**src/rtl/i2s_pkg.sv**
```systemverilog
// Shared I2S definitions used by both the receive and transmit paths:
// deframer state encoding, word-select polarity and the default channel width.
package i2s_pkg;

    localparam int DEFAULT_DATA_WIDTH = 16;

    // Word-select level for each channel slot (Philips I2S).
    localparam logic WS_LEFT  = 1'b0;
    localparam logic WS_RIGHT = 1'b1;

    // Deframer states: hunting for a left-slot start, or inside a channel slot.
    typedef enum logic [1:0] {
        ALIGN = 2'd0,
        LEFT  = 2'd1,
        RIGHT = 2'd2
    } i2s_state_e;

endpackage

```
**src/rtl/i2s_rx_sync.sv**
```systemverilog
// Brings the externally driven BCLK/WS/SD into the system clock domain
// through SYNC_STAGES flops each (SYNC_STAGES must be at least 2) and flags
// the system-clock cycle in which the synchronized BCLK goes 0 -> 1.
module i2s_rx_sync #(
    parameter int SYNC_STAGES = 2
) (
    input  logic clk,
    input  logic rst_n,
    input  logic bclk,
    input  logic ws,
    input  logic sd,
    output logic bclk_rise,
    output logic ws_s,
    output logic sd_s
);

    logic [SYNC_STAGES-1:0] bclk_sr;
    logic [SYNC_STAGES-1:0] ws_sr;
    logic [SYNC_STAGES-1:0] sd_sr;
    logic                   bclk_d;

    // Synchronizer chains plus one extra BCLK flop for edge detection.
    always_ff @(posedge clk or negedge rst_n) begin
        if (!rst_n) begin
            bclk_sr <= '0;
            ws_sr   <= '0;
            sd_sr   <= '0;
            bclk_d  <= 1'b0;
        end else begin
            bclk_sr <= {bclk_sr[SYNC_STAGES-2:0], bclk};
            ws_sr   <= {ws_sr[SYNC_STAGES-2:0], ws};
            sd_sr   <= {sd_sr[SYNC_STAGES-2:0], sd};
            bclk_d  <= bclk_sr[SYNC_STAGES-1];
        end
    end

    // WS and SD travel through chains of equal depth, so they line up with the edge.
    assign bclk_rise = bclk_sr[SYNC_STAGES-1] & ~bclk_d;
    assign ws_s      = ws_sr[SYNC_STAGES-1];
    assign sd_s      = sd_sr[SYNC_STAGES-1];

endmodule

```
**src/rtl/i2s_receiver.sv**
```systemverilog
// I2S slave receiver: deframes Philips I2S (one-bit WS delay, MSB first)
// sampled in the CLK domain and hands {left, right} words to the consumer.
// Optional build macro I2S_RX_PEAK_EN adds per-channel absolute peak meters
// (Peak_Left, Peak_Right, Peak_Clear).
//
// Output handshake: a word transfers on every CLK edge where Sample_Valid and
// Sample_Ready are both high. Sample_Valid, once raised, stays high and
// Sample_Data stays stable until that transfer; a frame completing while the
// previous word is still held (and not transferring this cycle) is dropped
// and Overrun is set.
module i2s_receiver
    import i2s_pkg::*;
#(
    parameter int DATA_WIDTH    = DEFAULT_DATA_WIDTH,
    parameter int MAX_SLOT_BITS = 32,
    parameter int SYNC_STAGES   = 2
) (
    input  logic                    CLK,
    input  logic                    Reset,
    input  logic                    Enable,
    input  logic                    I2S_BCLK,
    input  logic                    I2S_WS,
    input  logic                    I2S_DATA,
    output logic [2*DATA_WIDTH-1:0] Sample_Data,
    output logic                    Sample_Valid,
    input  logic                    Sample_Ready,
    output logic                    Overrun,
    input  logic                    Overrun_Clear,
    output logic                    Sync_Lost,
`ifdef I2S_RX_PEAK_EN
    output logic [DATA_WIDTH-1:0]   Peak_Left,
    output logic [DATA_WIDTH-1:0]   Peak_Right,
    input  logic                    Peak_Clear,
`endif
    output i2s_state_e              dbg_state
);

    localparam int CNT_W = $clog2(MAX_SLOT_BITS + 1);
    localparam logic [DATA_WIDTH-1:0] MASK_MSB = {1'b1, {(DATA_WIDTH-1){1'b0}}};

    logic                  bclk_rise;
    logic                  ws_s;
    logic                  sd_s;

    i2s_state_e            state_q;
    i2s_state_e            state_d;
    logic                  ws_prev_q;
    logic [CNT_W-1:0]      bit_cnt_q;
    logic [DATA_WIDTH-1:0] shreg_q;
    logic [DATA_WIDTH-1:0] bit_mask_q;
    logic [DATA_WIDTH-1:0] left_q;
    logic [DATA_WIDTH-1:0] right_q;
    logic                  pub_pend_q;

    logic                  ws_change;
    logic                  slot_full;
    logic [DATA_WIDTH-1:0] slot_word;
    logic                  slot_start;
    logic                  shift_en;
    logic                  latch_left;
    logic                  latch_right;
    logic                  frame_err;
    logic                  publish;
    logic                  overrun_evt;

    i2s_rx_sync #(
        .SYNC_STAGES (SYNC_STAGES)
    ) u_sync (
        .clk       (CLK),
        .rst_n     (Reset),
        .bclk      (I2S_BCLK),
        .ws        (I2S_WS),
        .sd        (I2S_DATA),
        .bclk_rise (bclk_rise),
        .ws_s      (ws_s),
        .sd_s      (sd_s)
    );

    assign ws_change = bclk_rise && (ws_s != ws_prev_q);
    // A slot that has already taken MAX_SLOT_BITS-1 bits may not take another without a WS change.
    assign slot_full = (bit_cnt_q == CNT_W'(MAX_SLOT_BITS - 1));
    // The bit mask walks from MSB to zero, so bits past DATA_WIDTH fall away and short slots stay zero-padded.
    assign slot_word = shreg_q | (sd_s ? bit_mask_q : '0);

    // State register.
    always_ff @(posedge CLK or negedge Reset) begin
        if (!Reset) state_q <= ALIGN;
        else        state_q <= state_d;
    end

    // Next state and per-bit datapath controls; every decision is taken on a bclk_rise.
    always_comb begin
        state_d     = state_q;
        slot_start  = 1'b0;
        shift_en    = 1'b0;
        latch_left  = 1'b0;
        latch_right = 1'b0;
        frame_err   = 1'b0;
        if (!Enable) begin
            state_d    = ALIGN;
            slot_start = 1'b1;
        end else if (bclk_rise) begin
            unique case (state_q)
                ALIGN: begin
                    // The bit carrying WS 1->0 ends an unknown right slot; the next bit is a left MSB.
                    if (ws_change && ws_s == WS_LEFT) begin
                        state_d    = LEFT;
                        slot_start = 1'b1;
                    end
                end
                LEFT: begin
                    if (ws_change && ws_s == WS_RIGHT) begin
                        latch_left = 1'b1;
                        state_d    = RIGHT;
                        slot_start = 1'b1;
                    end else if (slot_full) begin
                        frame_err  = 1'b1;
                        state_d    = ALIGN;
                        slot_start = 1'b1;
                    end else begin
                        shift_en = 1'b1;
                    end
                end
                RIGHT: begin
                    if (ws_change && ws_s == WS_LEFT) begin
                        latch_right = 1'b1;
                        state_d     = LEFT;
                        slot_start  = 1'b1;
                    end else if (slot_full) begin
                        frame_err  = 1'b1;
                        state_d    = ALIGN;
                        slot_start = 1'b1;
                    end else begin
                        shift_en = 1'b1;
                    end
                end
                default: begin
                    state_d    = ALIGN;
                    slot_start = 1'b1;
                end
            endcase
        end
    end

    // WS history is tracked even while disabled so re-enabling never sees a stale edge.
    always_ff @(posedge CLK or negedge Reset) begin
        if (!Reset)         ws_prev_q <= 1'b0;
        else if (bclk_rise) ws_prev_q <= ws_s;
    end

    // Slot shift register, bit mask and slot bit counter.
    always_ff @(posedge CLK or negedge Reset) begin
        if (!Reset) begin
            shreg_q    <= '0;
            bit_mask_q <= '0;
            bit_cnt_q  <= '0;
        end else if (slot_start) begin
            shreg_q    <= '0;
            bit_mask_q <= MASK_MSB;
            bit_cnt_q  <= '0;
        end else if (shift_en) begin
            shreg_q    <= slot_word;
            bit_mask_q <= bit_mask_q >> 1;
            bit_cnt_q  <= bit_cnt_q + CNT_W'(1);
        end
    end

    // Completed channel words; a finished right slot arms the publish on the next cycle.
    always_ff @(posedge CLK or negedge Reset) begin
        if (!Reset) begin
            left_q     <= '0;
            right_q    <= '0;
            pub_pend_q <= 1'b0;
        end else begin
            if (latch_left)  left_q  <= slot_word;
            if (latch_right) right_q <= slot_word;
            pub_pend_q <= latch_right;
        end
    end

    // Framing loss is reported as a single-cycle pulse.
    always_ff @(posedge CLK or negedge Reset) begin
        if (!Reset) Sync_Lost <= 1'b0;
        else        Sync_Lost <= frame_err;
    end

    assign publish     = pub_pend_q & (~Sample_Valid | Sample_Ready);
    assign overrun_evt = pub_pend_q & Sample_Valid & ~Sample_Ready;

    // Output word register: a new frame takes the slot if it is empty or emptying this cycle.
    always_ff @(posedge CLK or negedge Reset) begin
        if (!Reset) begin
            Sample_Data  <= '0;
            Sample_Valid <= 1'b0;
        end else if (publish) begin
            Sample_Data  <= {left_q, right_q};
            Sample_Valid <= 1'b1;
        end else if (Sample_Valid && Sample_Ready) begin
            Sample_Valid <= 1'b0;
        end
    end

    // Sticky overrun flag; a new overrun wins over a same-cycle clear.
    always_ff @(posedge CLK or negedge Reset) begin
        if (!Reset)             Overrun <= 1'b0;
        else if (overrun_evt)   Overrun <= 1'b1;
        else if (Overrun_Clear) Overrun <= 1'b0;
    end

    assign dbg_state = state_q;

`ifdef I2S_RX_PEAK_EN
    localparam logic [DATA_WIDTH-1:0] MAX_POS = ~MASK_MSB;

    // Two's-complement magnitude; the most negative code saturates to the largest positive.
    function automatic logic [DATA_WIDTH-1:0] abs_sat(input logic [DATA_WIDTH-1:0] v);
        if (!v[DATA_WIDTH-1])  return v;
        else if (v == MASK_MSB) return MAX_POS;
        else                    return -v;
    endfunction

    logic [DATA_WIDTH-1:0] abs_left;
    logic [DATA_WIDTH-1:0] abs_right;

    assign abs_left  = abs_sat(left_q);
    assign abs_right = abs_sat(right_q);

    // Peak meters follow published frames only; a clear beats a same-cycle update.
    always_ff @(posedge CLK or negedge Reset) begin
        if (!Reset) begin
            Peak_Left  <= '0;
            Peak_Right <= '0;
        end else if (Peak_Clear) begin
            Peak_Left  <= '0;
            Peak_Right <= '0;
        end else if (publish) begin
            if (abs_left > Peak_Left)   Peak_Left  <= abs_left;
            if (abs_right > Peak_Right) Peak_Right <= abs_right;
        end
    end
`endif

endmodule
```
**config.mk**
```make
export PLATFORM = sky130hd
export DESIGN_NAME = i2s_receiver
export DESIGN_NICKNAME = d
export VERILOG_FILES = /design/src/rtl/i2s_pkg.sv /design/src/rtl/i2s_rx_sync.sv /design/src/rtl/i2s_receiver.sv
export SDC_FILE = /design/constraint.sdc
export NUM_CORES = 1
export LEC_CHECK = 0
export ABC_AREA = 1
export CORE_ASPECT_RATIO = 1.1
export CORE_MARGIN = 4
export CORE_UTILIZATION = 57
export CTS_CLUSTER_DIAMETER = 50
export DETAILED_ROUTE_END_ITERATION = 12
export GPL_ROUTABILITY_DRIVEN = 0
export PLACE_DENSITY = 0.83
export SETUP_SLACK_MARGIN = 0.05
export SLEW_MARGIN = 20
export SYNTH_ARGS = -nofsm -noshare
export SYNTH_HDL_FRONTEND = slang
export SYNTH_SLANG_ARGS = --single-unit
```
**constraint.sdc**
```tcl
create_clock -name CLK -period 1.8 [get_ports CLK]
set_input_delay 0.18 -clock CLK [delete_from_list [all_inputs] [get_ports CLK]]
set_output_delay 0.18 -clock CLK [all_outputs]
set_load 0.01 [all_outputs]
```
# Yosys cells after proc, flatten, opt, wreduce, memory -nomap -nowiden
# Index checks and enable logic that the tools add are counted.
dict set report totals {
  in_bits 8
  out_inout_bits 37
  wordCells 85
  register_bits 116
}
dict set report op_classes {
  n_eq_ne 6
  bitwise 10
  reduce_logical 9
  mux 43
  n_addsub 1
}
# op n
set op_table {}
lappend op_table {{$mux W16} 5}
lappend op_table {{$mux W1} 26}
lappend op_table {{$or A16 B16 Y16} 1}
lappend op_table {{$mux W2} 6}
lappend op_table {{$mux W6} 2}
lappend op_table {{$add A6 B1 Y6 const B} 1}
lappend op_table {{$eq A6 B5 Y1 const B} 1}
lappend op_table {{$pmux W2 S3} 1}
lappend op_table {{$reduce_bool A2 Y1} 3}
lappend op_table {{$and A1 B1 Y1} 4}
lappend op_table {{$logic_and A1 B1 Y1} 4}
lappend op_table {{$not A1 Y1} 4}
lappend op_table {{$pmux W1 S2} 2}
lappend op_table {{$ne A3 B3 Y1 const B} 1}
lappend op_table {{$pmux W1 S3} 1}
lappend op_table {{$eq A2 B1 Y1 const B} 1}
lappend op_table {{$eq A2 B2 Y1 const B} 1}
lappend op_table {{$logic_not A2 Y1} 1}
lappend op_table {{$ne A2 B1 Y1 const B} 1}
lappend op_table {{$reduce_and A2 Y1} 1}
lappend op_table {{$ne A1 B1 Y1} 1}
lappend op_table {{$or A1 B1 Y1} 1}

# Logic depth before layout (Yosys ltp)
# Gate-level depths: netlist of run 1.
dict set report depth {
  ltp_word 10
  ltp_mapped 11
  depth_no_buf 10
}

# Cells and area by module
# From an unflattened synthesis of run 1, not the netlist that was laid out.
dict set report unflattened {
  cells_unflattened 488
  hier_area_um2 4804.6
}
# mod area_per_inst_um2 instances seq_area_each_um2 cells_each
set by_module_without_submodules {}
lappend by_module_without_submodules {i2s_receiver 4619.4 1 2727.6 479}
lappend by_module_without_submodules {i2s_rx_sync 185.2 1 175.2 9}

# Worst setup path before layout of run 1
# OpenSTA, ideal clock, no wires.
dict set report synth_timing {
  path_kind {register to register}
  start {register state_q[0], in the netlist dbg_state[0]}
  end {register bit_mask_q[15]}
  n_path_buf 2
  path_stages_with_launch 10
  setup_slack_ns 0.184
  period_less_slack_ns 1.616
  setup_ns 0.128
  required_ns 1.672
  t_arrival_ns 1.489
  cell_sequence {dfrtp_1 > inv_1 > ha_1 > nand2_4 > nor2_8 > nand2_4 > buf_6 > buf_12 > nand2_1 > nand3_1}
}
dict set report synth_between {
  elab_chain_cells 5
  word_cells_on_any_way 11
  classes_between {2 x eq/ne; 7 x mux; 2 x reduce/logical}
}
# element line_no
set synth_rtl {}
lappend synth_rtl {{start, declared} i2s_receiver.sv:45} ;# i2s_state_e state_q;
lappend synth_rtl {{start signal, assigned} i2s_receiver.sv:88} ;# else state_q <= state_d;
lappend synth_rtl {{$eq A2 B2 Y1, or another cell as far along} i2s_receiver.sv:103} ;# unique case (state_q)
lappend synth_rtl {{$pmux W1 S3 / $pmux W1 S2 (equally long branches)} i2s_receiver.sv:103}
lappend synth_rtl {{$mux W1} i2s_receiver.sv:102} ;# end else if (bclk_rise) begin
lappend synth_rtl {{$mux W1} i2s_receiver.sv:99} ;# if (!Enable) begin
lappend synth_rtl {{$mux W16 / $reduce_bool A2 Y1 (equally long branches)} --}
lappend synth_rtl {{end signal, assigned} i2s_receiver.sv:163} ;# bit_mask_q <= bit_mask_q >> 1;
lappend synth_rtl {{end, declared} i2s_receiver.sv:50} ;# logic [DATA_WIDTH-1:0] bit_mask_q;
# Parallel ways exist; a longest one is shown, timed or not.
# A chain may end at the register's enable or synchronous reset.

# Worst setup path in the final report of run 1
dict set report layout_timing {
  start {register state_q[0], in the netlist dbg_state[0]}
  end {output dbg_state[0]}
}
# element line_no
set layout_lines {}
lappend layout_lines {{end, declared} i2s_receiver.sv:35} ;# output i2s_state_e dbg_state
# No word-level cell between the ends.

==> impl_metrics.env, run 1 <==
export IMPL_antenna_found_initial=0
export IMPL_crit_type="flip-flop to primary output"
export IMPL_dr_pass1_iters=5
export IMPL_p_leak_nw=2.96
export IMPL_die_w_um=96.9
export IMPL_power_density_mw_per_mm2=1060
export IMPL_syn_to_final_growth_pct=25.5
export IMPL_rrSetupSlack_ns=0.14
export IMPL_switching_power_mw=1.45
export IMPL_io_pins=45
export IMPL_ys_ff_latch=116
export IMPL_cts_max_path_buffers=2
export IMPL_final_util_pct=73.6
export IMPL_r2r_cells=8
export IMPL_vdd_drop_max_v=0.000652
export IMPL_power_share_sequential_pct=41.5
export IMPL_initial_utilization_pct=58.7
export IMPL_relSlewSlack_pct=64.3
export IMPL_hold_path_endpoint="u_sync.bclk_sr[0]$_DFF_PN0_"
export IMPL_syn_nets=527
export IMPL_hold_start="I2S_BCLK"
export IMPL_p_clk_share_pct=53.7
export IMPL_timing_rr_end="bit_mask_q[9]$_DFFE_PN0P_"
export IMPL_gr_usage_met1_pct=26.4
export IMPL_syn_instance_count=514
export IMPL_antenna_left=0
export IMPL_hpwl_um=6320
export IMPL_critPathTopFamily="buffers and inverters"
export IMPL_worst_slack_ns=0.129
export IMPL_synth_mux_area_share_pct=0
export IMPL_max_freq_ghz=0.599
export IMPL_die_h_um=106
export IMPL_total_power_mw=6.57
export IMPL_wl_um=10200
export IMPL_vias=3707
export IMPL_critPathBufInv=1
export IMPL_p_comb_share_pct=4.8
export IMPL_grt_util_met3_pct=5.03
export IMPL_insertion_delay_ns=0.52
export IMPL_drcViolationCount=0
export IMPL_hold_slack_ns=0.0966
export IMPL_grt_met2_usage_pct=36.0
export IMPL_seq_area_frac_synth_pct=58.5
export IMPL_root_buffer="clkbuf_8"
export IMPL_synth_area_mm2=0.00496
export IMPL_core_mm2=0.00845
export IMPL_whs_path_depth=1
export IMPL_nNetsFinal=580
export IMPL_synthDistinctLibCells=33
export IMPL_synth_xor_area_share_pct=0.177
export IMPL_avgViaCountPerCell=5.36
export IMPL_max_stage_delay_ns=0.56
export IMPL_grt_usage_pct=21.1
export IMPL_yosys_area_share_simple_pct=19.9
export IMPL_antenna_cells=0
export IMPL_placed_cells=655
export IMPL_port_buffers=44
export IMPL_rsz0062_at_grt="true"
export IMPL_path_cells="clkdlybuf4s50_1"
export IMPL_worst_setup_path_end_kind="primary output"
export IMPL_cts_tree="yes"
export IMPL_critPathRequiredTime_ns=1.62
export IMPL_grt_start_max_net_pins=78
export IMPL_fin_skew_ns=0.0103
export IMPL_stdcell_area_mm2=0.00622
export IMPL_max_cap_violations=0
export IMPL_cts_sinks=116
export IMPL_synth_top_family_by_area="simple AND/OR/NAND/NOR gates"
export IMPL_intPower_mw=5.11
export IMPL_crit_fanout=6
export IMPL_critPathArrivalTime_ns=1.49
export IMPL_synth_warnings=0
export IMPL_path_clk_slew_ns=0.06
export IMPL_rows=35
export IMPL_cts_buffers=17
export IMPL_die_area_mm2=0.0103
export IMPL_syn_avg_cell_area_um2=9.65
export IMPL_grt_pass1_wl_um=17700
export IMPL_instances_no_fill=691
export IMPL_drt_first_iter_violations=226
export IMPL_worstHoldPathType="primary input to flip-flop"
export IMPL_wl_per_cell_um=14.8
export IMPL_period_share_pct=92.8
export IMPL_top_usage_layer="met2"
export IMPL_r2r_start="dbg_state[0]$_DFFE_PN0P_"
export IMPL_slew_viol_final=0
export IMPL_startpoint_type="flip-flop"
export IMPL_place_area_mm2=0.00554
export IMPL_crit_slowest_cell="clkdlybuf4s50_1"
export IMPL_finalHoldViolCount=0
export IMPL_setup_violations=0
export IMPL_grt_overflow=0
export IMPL_synth_compound_area_share_pct=12.7
export IMPL_tns_ns=0
export IMPL_synth_adder_area_share_pct=1.26
export IMPL_critPathLaunch="dbg_state[0]$_DFFE_PN0P_"
export IMPL_swShare_pct=22.1
export IMPL_max_slew_worst_pin_slew_ns=0.536
export IMPL_grt_pass1_vias=3619
export IMPL_cts_max_level=4
export IMPL_fin_crit_ns=1.67
export IMPL_status="complete, no violations"
export IMPL_layout_drive_gt1_share_pct=17.1
export IMPL_dp_slack_ns=0.0248
-- power by group through the flow --
stage	registers [mW]	logic, mW	clock network, mW
after global placement	2.77	0.299	0
after global routing	2.73	0.351	3.71
after CTS	2.73	0.321	3.57
after floorplan	2.78	0.134	0
final	2.73	0.316	3.53
after detailed placement	2.77	0.311	0
-- cell usage after synthesis, drive strengths merged --
cell / n / share of area [%]
a21o: 16 / 2.4
a21oi: 19 / 3.3
and3: 1 / 0.13
buf: 18 / 2.6
clkbuf: 7 / 0.53
clkinv: 2 / 0.28
dfrtp: 116 / 59
ha: 5 / 1.3
inv: 52 / 3.9
nand2: 114 / 10
nand3: 44 / 4.9
nand3b: 1 / 0.15
nand4: 6 / 0.76
nor2: 42 / 3.9
nor3: 1 / 0.10
o21ai: 67 / 6.8
o21bai: 1 / 0.15
o22ai: 1 / 0.13
xor2: 1 / 0.18
-- per-layer routing --
metal,up-vias,wire [um]
met5,-,0
met4,0,103
met3,10,495
met2,100,5300
met1,1827,4320
li1,1770,-
-- cells in the final DEF, fill, tap and decap left out, types with 3 or more instances in the layout --
cell | netlist | final
a21o_1 | 16 | 16
a21oi_1 | 3 | 3
a21oi_2 | 15 | 15
buf_12 | 1 | 6
buf_4 | 3 | 6
buf_6 | 3 | 3
bufinv_16 | 0 | 4
clkbuf_16 | 0 | 16
clkdlybuf4s50_1 | 0 | 43
clkinv_4 | 1 | 5
clkinvlp_4 | 0 | 3
dfrtp_1 | 116 | 114
ha_1 | 5 | 3
inv_1 | 48 | 48
inv_2 | 4 | 4
inv_6 | 0 | 3
nand2_1 | 95 | 95
nand2_2 | 15 | 15
nand2_4 | 4 | 4
nand3_1 | 41 | 41
nand4_1 | 6 | 6
nor2_1 | 39 | 38
o21ai_0 | 45 | 45
o21ai_1 | 22 | 22
-- sequential cells by signal, indices dropped and copies added (netlist names), 6 cells and up --
name         count
bit_mask_q      16
right_q         16
shreg_q         16
Sample_Data     32
bit_cnt_q        6
left_q          16
-- worst max-delay path by stage --
stage / cells past startpoint / slack [ns] / end
2_1_floorplan: 9 / 0.18 / bit_mask_q[15]$_DFFE_PN0P_
3_3_place_gp: 8 / 0.15 / shreg_q[10]$_DFFE_PN0P_
6_report: 1 / 0.13 / dbg_state[0]
3_5_place_dp: 8 / 0.02 / shreg_q[2]$_DFFE_PN0P_
5_1_grt: 9 / 0.04 / bit_mask_q[0]$_DFFE_PN0P_
4_1_cts: 8 / 0.07 / bit_mask_q[9]$_DFFE_PN0P_
-- timing repair --
action                                  CTS  global route
buffers inserted                          0             3
hold buffers                              1             0
gates resized for setup                   3             5
hold endpoints to repair                116             0
pin swaps                                 0             1
endpoints found under the setup margin   17            33
-- logic make-up after synthesis --
family                   after synthesis
buffers and inverters                 79
AND/OR/NAND/NOR                      209
AO/OA/AOI/OAI                        104
XOR/XNOR                               1
flip-flops                           116
adder cells (fa/ha/maj)                5
-- final cells by class --
type | count | area (um^2)
inverters | 54 | 213
clock buffers | 18 | 428
well taps | 111 | 139
multi-input cells | 319 | 1700
flip-flops and latches | 116 | 2910
fillers | 558 | 2230
repair buffers | 59 | 639
clock inverters | 14 | 200
(Power assumes the default switching activity.)
==> run 2: changes to the inputs <==
- CORE_UTILIZATION: 57 -> 56
- PLACE_DENSITY: 0.83 -> 0.82
==> run 2 against run 1 <==
Combinational power barely moved. Clock skew shrank 0.0039 ns. Critical endpoint is now bit_mask_q[0]$_DFFE_PN0P_. Register-to-register slack about the same. Highest routed layer unchanged. Sequential power about the same. Sequential share of layout area rose by 0.68 points. Via count down 0.11%. Worst setup slack worse by 0.0021 ns. Sequential cell count is the same. Maximum frequency fell by 0.13%. Critical path type is now flip-flop to flip-flop.
==> impl_metrics.env, run 2 (synthesis results as in run 1) <==
export IMPL_insertion_delay_ns=0.51
export IMPL_post_cts_buffers=0
export IMPL_worst_setup_path_end_kind="flip-flop"
export IMPL_cts_tree="yes"
export IMPL_fin_skew_ns=0.00640
export IMPL_critPathBufInv=2
export IMPL_layout_common_cells="dfrtp_1 (114), nand2_1 (95), inv_1 (48)"
export IMPL_tns_ns=0
export IMPL_crit_type="flip-flop to flip-flop"
export IMPL_path_clk_slew_ns=0.06
export IMPL_vias=3703
export IMPL_io_pins=45
export IMPL_grt_overflow=0
export IMPL_die_h_um=107
export IMPL_grt_pass1_wl_um=17700
export IMPL_power_density_mw_per_mm2=1010
export IMPL_max_slew_worst_pin_slew_ns=0.538
export IMPL_layout_drive_gt1_share_pct=16.6
export IMPL_vdd_drop_max_v=0.000821
export IMPL_rows=35
export IMPL_wl_per_cell_um=15.0
export IMPL_finalHoldViolCount=0
export IMPL_wl_um=10300
export IMPL_initial_utilization_pct=58.4
export IMPL_hpwl_um=6390
export IMPL_max_stage_delay_ns=0.40
export IMPL_core_mm2=0.00850
export IMPL_critPathLaunch="bit_cnt_q[0]$_DFFE_PN0P_"
export IMPL_die_area_mm2=0.0104
export IMPL_syn_to_final_growth_pct=23.7
export IMPL_antenna_left=0
export IMPL_avgViaCountPerCell=5.37
export IMPL_p_leak_nw=2.92
export IMPL_cts_buffers=17
export IMPL_status="complete, no violations"
export IMPL_port_buffers=44
export IMPL_relSlewSlack_pct=64.1
export IMPL_cts_max_path_buffers=2
export IMPL_grt_pass1_vias=3730
export IMPL_fin_crit_ns=1.67
export IMPL_largest_reg_flops=32
export IMPL_slew_viol_final=0
export IMPL_cts_sinks=116
export IMPL_final_util_pct=72.2
export IMPL_grt_usage_pct=20.9
export IMPL_setup_violations=0
export IMPL_startpoint_type="flip-flop"
export IMPL_antenna_found_initial=0
export IMPL_cts_max_level=4
export IMPL_layout_commonest_cell="dfrtp_1"
export IMPL_max_cap_violations=0
export IMPL_r2r_start="bit_cnt_q[0]$_DFFE_PN0P_"
export IMPL_multiInputGateArea_mm2=0.00170
export IMPL_regMostFlops="Sample_Data"
export IMPL_dr_pass1_iters=4
export IMPL_nFillCells=586
export IMPL_die_w_um=97.7
export IMPL_antenna_cells=0
export IMPL_root_buffer="clkbuf_8"
export IMPL_path_cells="ha_2 -> nand3_4 -> nor2_8 -> inv_2 -> nand3_2 -> nand2_4 -> nand2_2 -> buf_12 -> a21oi_1"
export IMPL_regArea_mm2=0.00291
export IMPL_drcViolationCount=0
export IMPL_crit_fanout=15
export IMPL_rsz0062_at_grt="true"
export IMPL_critPathRequiredTime_ns=2.19
export IMPL_nNetsFinal=579
export IMPL_period_share_pct=92.9
export IMPL_grt_start_max_net_pins=65
export IMPL_critPathTopFamily="simple AND/OR/NAND/NOR gates"
export IMPL_hold_start="I2S_BCLK"
export IMPL_drt_first_iter_violations=249
export IMPL_max_freq_ghz=0.598
export IMPL_worstHoldPathType="primary input to flip-flop"
export IMPL_crit_slowest_cell="dfrtp_1"
export IMPL_rrSetupSlack_ns=0.13
export IMPL_critPathArrivalTime_ns=2.06
[run 2: changes by cell type in the layout (fill, tap and decap cells not counted), sizes merged]
cell,before,now
buf,15,14
inv,55,53
clkinv,6,8
clkinvlp,3,4
bufinv,4,2
[run 2: worst register-to-register path: stages, from the launching register on]
cell	delay, ns
dfrtp_1	0.40
ha_2	0.25
nand3_4	0.12
nor2_8	0.15
inv_2	0.07
nand3_2	0.09
nand2_4	0.05
nand2_2	0.17
buf_12	0.20
a21oi_1	0.06
[run 2: layer usage]
layer | global-route usage [%] | share of wire (%) | up-vias
met1 | 27.2 | 44 | 1808
met2 | 35.1 | 50 | 120
met3 | 3.90 | 4.6 | 14
li1 | - | - | 1761
met4 | 8.01 | 1.1 | 0
met5 | 0 | 0 | -
[run 2: per-stage QoR]
stage                     hold slack [ns]  cells  setup slack [ns]  power, mW  area, um^2
after global routing               0.0974    689            0.0401       6.41        6130
after detailed placement            0.173    657            0.0806       3.08        5540
final                               0.114    689             0.127       6.20        6130
after floorplan                    -0.116    514             0.184       2.91        4960
after global placement              0.166    657             0.187       3.07        5540
after CTS                          0.0980    689            0.0523       6.23        6120
[run 2: area by class of cell]
type                       instances  share of cell area, %
clock buffer                      18                   6.98
clock inverter                    13                   2.22
timing repair buffer              58                   10.1
multi-input combinational        319                   27.6
sequential                       116                   47.4
inverter                          54                   3.43
tap                              111                   2.26
[run 2: final timing paths]
check / cells after the start / to
setup / recovery: 9 / bit_mask_q[0]$_DFFE_PN0P_
hold / removal: 1 / u_sync.bclk_sr[0]$_DFF_PN0_
setup reg to reg: 9 / bit_mask_q[0]$_DFFE_PN0P_
hold reg to reg: 0 / u_sync.bclk_sr[1]$_DFF_PN0_
max in group asynchronous: 3 / dbg_state[1]$_DFFE_PN0P_
min in group asynchronous: 2 / Sample_Valid$_DFFE_PN0P_
[run 2: timing repair]
item	CTS	global route
gates resized for setup	0	7
hold buffers	1	0
hold endpoints to repair	34	0
setup endpoints to repair	0	35
[run 2: report_power, final]
group	internal (mW)	switching, mW
clock network	1.99	1.17
registers	2.69	0.0399
logic	0.125	0.189
total	4.80	1.40
==> run 3: changes to the inputs <==
- CORE_UTILIZATION: 56 -> 26
- PLACE_DENSITY: 0.82 -> 0.46
==> run 3 against run 2 <==
Power grew 3.4%. Die area grew 100%. Global-route usage shrank 11 points. Sequential cell count is the same. Critical path depth is the same. Largest power group unchanged.
==> impl_metrics.env, run 3 (synthesis results as in run 1) <==
export IMPL_status="complete, no violations"
export IMPL_wl_um=10300
export IMPL_dr_pass1_iters=4
export IMPL_antenna_cells=0
export IMPL_setup_violations=0
export IMPL_root_buffer="clkbuf_16"
export IMPL_cts_max_level=4
export IMPL_avgViaCountPerCell=4.31
export IMPL_path_cells="inv_1 -> ha_1 -> nand2_1 -> nand2_4 -> buf_4 -> nand3_1 -> nand2_1 -> nand2_1 -> nor2_1"
export IMPL_cts_buffers=17
export IMPL_antenna_found_initial=0
export IMPL_slew_viol_final=0
export IMPL_largest_reg_flops=32
export IMPL_max_stage_delay_ns=0.44
export IMPL_nNetsFinal=578
export IMPL_initial_utilization_pct=26.7
export IMPL_power_density_mw_per_mm2=1010
export IMPL_antenna_left=0
export IMPL_tns_ns=0
export IMPL_fin_skew_ns=0.00708
export IMPL_insertion_delay_ns=0.40
export IMPL_critPathRequiredTime_ns=2.14
export IMPL_vdd_drop_max_v=0.000580
export IMPL_wl_per_cell_um=12.5
export IMPL_critPathArrivalTime_ns=1.96
export IMPL_worst_setup_path_end_kind="flip-flop"
export IMPL_syn_to_final_growth_pct=27.7
export IMPL_path_clk_slew_ns=0.05
export IMPL_cts_max_path_buffers=2
export IMPL_cts_tree="yes"
export IMPL_layout_drive_gt1_share_pct=16.4
export IMPL_layout_common_cells="dfrtp_1 (114), nand2_1 (94), inv_1 (48)"
export IMPL_max_freq_ghz=0.616
export IMPL_grt_overflow=0
export IMPL_drcViolationCount=0
export IMPL_cts_sinks=116
export IMPL_rows=52
export IMPL_grt_usage_pct=10.2
export IMPL_cpMostUsedCell="nand2_1"
export IMPL_critPathBufInv=2
export IMPL_vias=3535
export IMPL_layout_commonest_cell="dfrtp_1"
export IMPL_crit_slowest_cell="dfrtp_2"
export IMPL_grt_pass1_wl_um=18000
export IMPL_hpwl_um=6850
export IMPL_finalHoldViolCount=0
export IMPL_startpoint_type="flip-flop"
export IMPL_worstHoldPathType="primary input to asynchronous set/reset pin"
export IMPL_drt_first_iter_violations=147
export IMPL_die_area_mm2=0.0214
export IMPL_grt_pass1_vias=3622
export IMPL_rsz0062_at_grt="false"
export IMPL_critPathTopFamily="simple AND/OR/NAND/NOR gates"
export IMPL_regMostFlops="Sample_Data"
export IMPL_post_cts_buffers=0
export IMPL_grt_start_max_net_pins=65
export IMPL_relSlewSlack_pct=62.0
export IMPL_crit_fanout=16
export IMPL_io_pins=45
export IMPL_final_util_pct=34.2
export IMPL_crit_type="flip-flop to flip-flop"
export IMPL_fin_crit_ns=1.62
export IMPL_die_w_um=140
export IMPL_port_buffers=44
export IMPL_core_mm2=0.0185
export IMPL_p_leak_nw=2.95
export IMPL_die_h_um=153
export IMPL_max_cap_violations=0
export IMPL_period_share_pct=90.2
export IMPL_max_slew_worst_pin_slew_ns=0.570
## run 3: final cells by class
type | count | area (um^2)
timing repair buffer | 57 | 624
inverter | 54 | 210
tap | 243 | 304
fill | 1878 | 12200
clock inverter | 11 | 133
multi-input combinational | 319 | 1700
clock buffer | 21 | 460
sequential | 116 | 2910
## run 3: layer usage
| metal | part of all wire [%] | wire, um | track usage [%] |
|---|---|---|---|
| met3 | 4.2 | 436 | 3.09 |
| met1 | 48 | 4890 | 13.3 |
| met5 | 0 | 0 | 0 |
| met4 | 1.8 | 183 | 4.11 |
| met2 | 46 | 4780 | 16.0 |
## run 3: path summary, 6_finish.rpt
check                                       startpoint                     endpoint  slack, ns  cells after the start
hold reg to reg            u_sync.bclk_sr[0]$_DFF_PN0_  u_sync.bclk_sr[1]$_DFF_PN0_       0.35                      0
hold / removal                                   Reset  Sample_Data[24]$_DFFE_PN0P_       0.19                      2
setup / recovery              dbg_state[1]$_DFFE_PN0P_     bit_cnt_q[3]$_DFFE_PN0P_       0.18                      9
max in group asynchronous                        Reset        left_q[1]$_DFFE_PN0P_       1.06                      3
min in group CLK                              I2S_BCLK  u_sync.bclk_sr[0]$_DFF_PN0_       0.21                      1
setup reg to reg              dbg_state[1]$_DFFE_PN0P_     bit_cnt_q[3]$_DFFE_PN0P_       0.18                      9
## run 3: report_power, final
group	leakage, nW	switching (mW)	internal, mW	total (mW)
sequential	1.50	0.0374	2.69	2.73
combinational	1.15	0.185	0.127	0.312
clock	0.296	1.14	2.23	3.37
## run 3: per-stage QoR
| stage | hold WS, ns | instance area [um^2] | instances | worst slack [ns] | power (mW) |
|---|---|---|---|---|---|
| after floorplan | -0.116 | 4960 | 514 | 0.184 | 2.91 |
| after global placement | 0.0694 | 5710 | 788 | 0.150 | 3.08 |
| after detailed placement | 0.0754 | 5710 | 788 | 0.0784 | 3.09 |
| after CTS | 0.189 | 6320 | 821 | 0.0661 | 6.51 |
| after global routing | 0.200 | 6330 | 821 | 0.0597 | 6.69 |
| final | 0.187 | 6330 | 821 | 0.176 | 6.41 |
## run 3: timing repair
action	4_1_cts	5_1_grt
hold buffers	1	0
setup endpoints to repair	0	33
endpoints found under the hold margin	116	0
resized for setup	0	7
